$ cat src/rtl/ctrl_pipe.sv
// ctrl_pipe -- pipeline control for a 5-stage MIPS-style core.
// Shifts the decoder control bundle ID->EX->MEM->WB, detects load-use
// hazards, handles taken-branch and jump flushes, and (optionally) interlocks
// a 32-cycle multi-cycle MULTU against dependent MULTU/MFHI/MFLO.
// Optional feature macro: MULTU_INTERLOCK_EN (undefined = no multiplier
// interlock, multu_busy tied low).
// Bundle layout: [9]RegDst [8]ALUSrc [7]MemtoReg [6]RegWrite [5]MemRead
//                [4]MemWrite [3]Branch [2]Jump [1:0]ALUOp
module ctrl_pipe (
    input  logic       clk,
    input  logic       rst,
    input  logic       id_valid,
    input  logic [9:0] id_ctrl,
    input  logic [4:0] id_rs,
    input  logic [4:0] id_rt,
    input  logic       id_multu,
    input  logic       id_mfhilo,
    input  logic       ex_taken,
    output logic       pc_write,
    output logic       ifid_write,
    output logic       ifid_flush,
    output logic [9:0] ex_ctrl,
    output logic [4:0] ex_rt,
    output logic [3:0] mem_ctrl,
    output logic [1:0] wb_ctrl,
    output logic       multu_busy
);

    localparam int unsigned BIT_MEMREAD = 5;
    localparam int unsigned BIT_JUMP    = 2;

    // Stage registers
    logic [9:0] r_ex_ctrl;
    logic [4:0] r_ex_rt;
    logic [3:0] r_mem_ctrl;
    logic [1:0] r_wb_ctrl;

    // Hazard / steering wires
    logic [9:0] w_id_ctrl;
    logic       w_load_use;
    logic       w_mul_stall;
    logic       w_bubble;
    logic       w_pc_write;
    logic       w_ifid_write;
    logic       w_ifid_flush;

`ifdef MULTU_INTERLOCK_EN
    logic [5:0] r_mul_cnt;
    logic       w_mul_start;

    // Multiplier interlock: dependent multiply-unit ops wait while busy
    always_comb begin
        w_mul_stall = 1'b0;
        if (id_valid && (id_multu || id_mfhilo) && (r_mul_cnt != 6'd0)) begin
            w_mul_stall = 1'b1;
        end else begin
            w_mul_stall = 1'b0;
        end
    end

    // A MULTU starts only when it actually enters EX (not bubbled/squashed)
    assign w_mul_start = rst && id_valid && id_multu && !w_bubble;
    assign multu_busy  = (r_mul_cnt != 6'd0);

    // Multiply occupancy down-counter: 32 cycles from acceptance into EX
    always_ff @(posedge clk) begin
        if (!rst) begin
            r_mul_cnt <= 6'd0;
        end else if (w_mul_start) begin
            r_mul_cnt <= 6'd32;
        end else if (r_mul_cnt != 6'd0) begin
            r_mul_cnt <= r_mul_cnt - 6'd1;
        end else begin
            r_mul_cnt <= r_mul_cnt;
        end
    end
`else
    logic w_unused_mul;

    // Multiply-unit decode has no effect when the interlock is compiled out
    assign w_unused_mul = id_multu ^ id_mfhilo;
    assign w_mul_stall  = 1'b0;
    assign multu_busy   = 1'b0;
`endif

    // An invalid ID slot contributes an all-zero bundle (blocks decoder X)
    always_comb begin
        w_id_ctrl = 10'd0;
        if (id_valid) begin
            w_id_ctrl = id_ctrl;
        end else begin
            w_id_ctrl = 10'd0;
        end
    end

    // Load-use: the load in EX writes a register the ID instruction reads
    always_comb begin
        w_load_use = 1'b0;
        if (id_valid && r_ex_ctrl[BIT_MEMREAD] && (r_ex_rt != 5'd0) &&
            ((r_ex_rt == id_rs) || (r_ex_rt == id_rt))) begin
            w_load_use = 1'b1;
        end else begin
            w_load_use = 1'b0;
        end
    end

    // Priority steering: taken branch > load-use > multiply interlock > jump
    always_comb begin
        w_pc_write   = 1'b1;
        w_ifid_write = 1'b1;
        w_ifid_flush = 1'b0;
        w_bubble     = 1'b0;
        if (!rst) begin
            // Reset releases any stall immediately
            w_pc_write   = 1'b1;
            w_ifid_write = 1'b1;
            w_ifid_flush = 1'b0;
            w_bubble     = 1'b1;
        end else if (ex_taken) begin
            w_pc_write   = 1'b1;
            w_ifid_write = 1'b1;
            w_ifid_flush = 1'b1;
            w_bubble     = 1'b1;
        end else if (w_load_use || w_mul_stall) begin
            w_pc_write   = 1'b0;
            w_ifid_write = 1'b0;
            w_ifid_flush = 1'b0;
            w_bubble     = 1'b1;
        end else if (w_id_ctrl[BIT_JUMP]) begin
            // The jump itself proceeds; only the wrong-path fetch is killed
            w_pc_write   = 1'b1;
            w_ifid_write = 1'b1;
            w_ifid_flush = 1'b1;
            w_bubble     = 1'b0;
        end else begin
            w_pc_write   = 1'b1;
            w_ifid_write = 1'b1;
            w_ifid_flush = 1'b0;
            w_bubble     = 1'b0;
        end
    end

    // Control bundle shift register: EX gets ID or a bubble, MEM/WB subsets
    always_ff @(posedge clk) begin
        if (!rst) begin
            r_ex_ctrl  <= 10'd0;
            r_ex_rt    <= 5'd0;
            r_mem_ctrl <= 4'd0;
            r_wb_ctrl  <= 2'd0;
        end else begin
            if (w_bubble) begin
                r_ex_ctrl <= 10'd0;
                r_ex_rt   <= 5'd0;
            end else if (!id_valid) begin
                r_ex_ctrl <= 10'd0;
                r_ex_rt   <= 5'd0;
            end else begin
                r_ex_ctrl <= w_id_ctrl;
                r_ex_rt   <= id_rt;
            end
            r_mem_ctrl <= r_ex_ctrl[7:4];
            r_wb_ctrl  <= r_mem_ctrl[3:2];
        end
    end

    assign pc_write   = w_pc_write;
    assign ifid_write = w_ifid_write;
    assign ifid_flush = w_ifid_flush;
    assign ex_ctrl    = r_ex_ctrl;
    assign ex_rt      = r_ex_rt;
    assign mem_ctrl   = r_mem_ctrl;
    assign wb_ctrl    = r_wb_ctrl;

endmodule

$ cat config.mk
export PLATFORM = sky130hd
export DESIGN_NAME = ctrl_pipe
export DESIGN_NICKNAME = d
export VERILOG_FILES = /design/src/rtl/ctrl_pipe.sv
export SDC_FILE = /design/constraint.sdc
export NUM_CORES = 1
export LEC_CHECK = 0
export BUFFER_PORTS_ARGS = -buffer_cell sky130_fd_sc_hd__buf_4
export CORE_MARGIN = 2
export CORE_UTILIZATION = 45
export CTS_CLUSTER_DIAMETER = 30
export DETAILED_ROUTE_END_ITERATION = 6
export GPL_TIMING_DRIVEN = 0
export PLACE_DENSITY_LB_ADDON = 0.3
export SKIP_CTS_REPAIR_TIMING = 1
export SLEW_MARGIN = 25
export SYNTH_ARGS = -nofsm -noshare
export SYNTH_HDL_FRONTEND = slang
export SYNTH_SLANG_ARGS = --single-unit
$ cat constraint.sdc
create_clock -name clk -period 4.11 [get_ports clk]
set_input_delay 0.822 -clock clk [delete_from_list [all_inputs] [get_ports clk]]
set_output_delay 0.822 -clock clk [all_outputs]
set_load 0.02 [all_outputs]
# [After elaboration in Yosys (flattened, before gate mapping)]
# Index checks and enable logic that the tools add are counted.
[classes] n_eq_ne=2 reduce_logical=6 n_mux=12 bitwise_logic=2
[ops] cell="$mux 1" n=11
[ops] cell="$eq 5x5->1" n=2
[ops] cell="$reduce_bool 5->1" n=1
[ops] cell="$logic_and 1x1->1" n=3
[ops] cell="$mux 3" n=1
[ops] cell="$reduce_or 3->1" n=1
[ops] cell="$not 1->1" n=2
[ops] cell="$logic_or 1x1->1" n=1
[totals] register_bits=21 elab_cells=26

# [Logic depth before layout (Yosys ltp)]
[depth] word_depth=8 depth_mapped=6 ltp_nobuf=4

# [Worst setup path before layout]
# Ideal clock, no wire load.
[synth_timing] path_kind="input-to-output" from="input port id_rs[4]" to="output port pc_write" path_stages=6 slack_ns=1.190 arrival_ns=2.098 path_buffers=2 path_cell_list="xnor2_1 -> nand3_1 -> o22ai_2 -> buf_2 -> nand3_1 -> buf_4"
[synth_between] elab_chain_cells=7
[synth_lines] item="start: declaration" line="14" rtl="input logic [4:0] id_rs,"
[synth_lines] item="$eq 5x5->1" line="100" rtl="((r_ex_rt == id_rs) || (r_ex_rt == id_rt))) begin"
[synth_lines] item="$logic_or 1x1->1" line="100"
[synth_lines] item="$logic_and 1x1->1" line="99" rtl="if (id_valid && r_ex_ctrl[BIT_MEMREAD] && (r_ex_rt != 5'd0) &&"
[synth_lines] item="$mux 1" line="99"
[synth_lines] item="$mux 1 (3 in series)"
[synth_lines] item="end: declaration" line="19" rtl="output logic pc_write,"
# No other way between the ends.

# [Worst setup path in the final report]
[layout_timing] from="input port id_rs[0]" to="output port pc_write"
[layout_between] elab_chain_cells=7
[layout_lines] item="$eq 5x5->1" line="100"
[layout_lines] item="$logic_or 1x1->1" line="100"
[layout_lines] item="$logic_and 1x1->1" line="99"
[layout_lines] item="$mux 1" line="99"
[layout_lines] item="$mux 1" line="124" rtl="end else if (w_load_use || w_mul_stall) begin"
[layout_lines] item="$mux 1" line="119" rtl="end else if (ex_taken) begin"
[layout_lines] item="$mux 1" line="113" rtl="if (!rst) begin"
# No other way between the ends.

==> metrics.csv <==
metric,value,unit
worstHoldStart,mem_ctrl[2],
synth-seq-area-share,48.14,%
cts.sinks,21,
dp_hpwl,1626,um
setup_viol,0,
fin_area,1284,um2
fp.coreArea,1783,um2
grt_max_degree,12,
h-tree-depth,1,
numCtsBuffers,3,
finalCritPeriodShare,77.58,%
num_rows,15,
synth_cells,89,
worst_setup_path_start_kind,input port,
layout_min_cycle_time,3189,ps
worstPathRequired,3290,ps
cap_violations,0,
r2r_end,ex_ctrl[4],
die-area,2309,um2
status,finished clean,
crit_fanout,10,
min_delay_worst_endpoint,wb_ctrl[0],
top_level_ports,51,
globalRoute.totalOverflow,0,
clkTransAtPathRegs,110,ps
insertion_delay,300,ps
placedInstanceArea,1257,um2
irDropWorstVdd,0.0002212,V
vias,802,
ys_warn_count,0,
grt_usage,20.86,%
drtPass1Iterations,4,
wl,2087,um
drt.antenna.violating_nets,0,
place_ws,938.5,ps
fillCellCount,143,
io_buffers,47,
max_freq,313.6,MHz
antenna_found_initial,0,
die_w,48.06,um
layout.cells.non_filler,165,
setup_slack,921.3,ps
synthToLayoutAreaGrowth,46.99,%
synth_area,873.3,um2
place_inst,161,
nets,167,
cts_root_buf,clkbuf_4,
drv_slew,0,
worst-r2r-setup-slack,2510,ps
cts_tree,built,
avgSynthCellArea,9.813,um2
fin_worst_skew,4.210,ps
p_leak,0.5748,nW
final_cell_mix,"49 x buf_4, 21 x dfxtp_1, 17 x nand3_1",
cts_buffer_depth,2,
arrival,2370,ps
power_density,290.1,nW/um2
synth_nets,115,
finalHoldViolCount,0,
synth_top_cell_area_share,48.14,%
die_h,48.06,um
grt_pass1_wl,3284,um
whs_path_depth,1,
antenna_cells,0,
synthTopCellsByArea,"dfxtp_1 48%, xnor2_1 10%, nand3_1 9.7%",
end_kind,output port,
final_common_cell,buf_4,
start_util,48.98,%
drcViolationCount,0,
rsz0062_at_grt,false,
synthDistinctLibCells,20,
post-route-util,72.00,%
r2r_start,ex_rt[0],
drive_gt1_share,46.43,%
wire_per_inst,12.65,um
p_total,0.3724,mW
initialDrtViolationCount,16,
worstSetupPathType,input port to output port,
fin_hold_ws,474.5,ps
ff2ff_path_depth,5,
first_global_vias,744,
postSynthRegisterBits,21,
synth_largest_area_cell,dfxtp_1,
fin_tns_setup,0,ps
viasPerCell,4.861,
place.gp.congestion,0.7392,
hold_class,flip-flop to flip-flop,
-- final cells by class --
cell class                      instances  area [um2]  area share, %
Multi-Input combinational cell         59       386.6          30.12
Timing Repair Buffer                   47       352.8          27.49
Buffer                                  8       62.56          4.873
Clock buffer                            4       26.28          2.047
Tap cell                               25       31.28          2.437
Sequential cell                        21       420.4          32.75
Inverter                                1       3.754         0.2924
-- cell families after synthesis --
group / count (synthesis) / synth area share, %
flip-flops: 21 / 48.14
AND/OR/NAND/NOR: 29 / 17.48
other: 1 / 0.4294
AO/OA/AOI/OAI: 19 / 16.33
XOR/XNOR: 10 / 10.03
buffers and inverters: 9 / 7.592
-- cells in the mapped netlist --
cell	number
xnor2_1	10
conb_1	1
or3_1	1
nand2_1	3
nor2b_1	1
clkbuf_1	3
o22ai_2	1
buf_6	1
nand3_1	17
buf_2	1
a31oi_1	1
o311a_1	1
buf_4	2
buf_12	1
o21ai_0	1
inv_1	1
a21oi_1	6
dfxtp_1	21
a21oi_2	9
and2_1	7
-- power breakdown --
part	total [mW]	switching, mW	internal, mW
Sequential	0.211	0.00309	0.208
Combinational	0.0630	0.0304	0.0326
Clock	0.0980	0.0602	0.0378
-- worst max-delay path by stage --
stage	to	slack, ps	start
CTS	pc_write	920	id_rs[0]
global placement	pc_write	1010	id_rs[0]
floorplan	pc_write	1190	id_rs[4]
global route	pc_write	840	id_rs[0]
finish	pc_write	920	id_rs[0]
detailed placement	pc_write	940	id_rs[0]
-- flip-flops by register name, indices dropped and copies added (netlist names) --
signal and cells:
wb_ctrl 2, ex_rt 5, mem_ctrl 4, ex_ctrl 10
-- worst max-delay path, cell delays in order --
cell	delay [ps]
buf_4	110
xnor2_1	140
nand3_1	110
o22ai_2	370
buf_2	350
nand3_1	160
buf_4	160
buf_4	150
-- layer usage --
| layer | GRT usage [%] | share of wire [%] | up-vias |
|---|---|---|---|
| met1 | 24.15 | 41 | 369 |
| met3 | 7.925 | 5.7 | 2 |
| met5 | 0 | 0 | - |
| li1 | - | - | 402 |
| met4 | 6.486 | 0.62 | 0 |
| met2 | 35.47 | 53 | 29 |
Power figures use the tool's default switching activity.
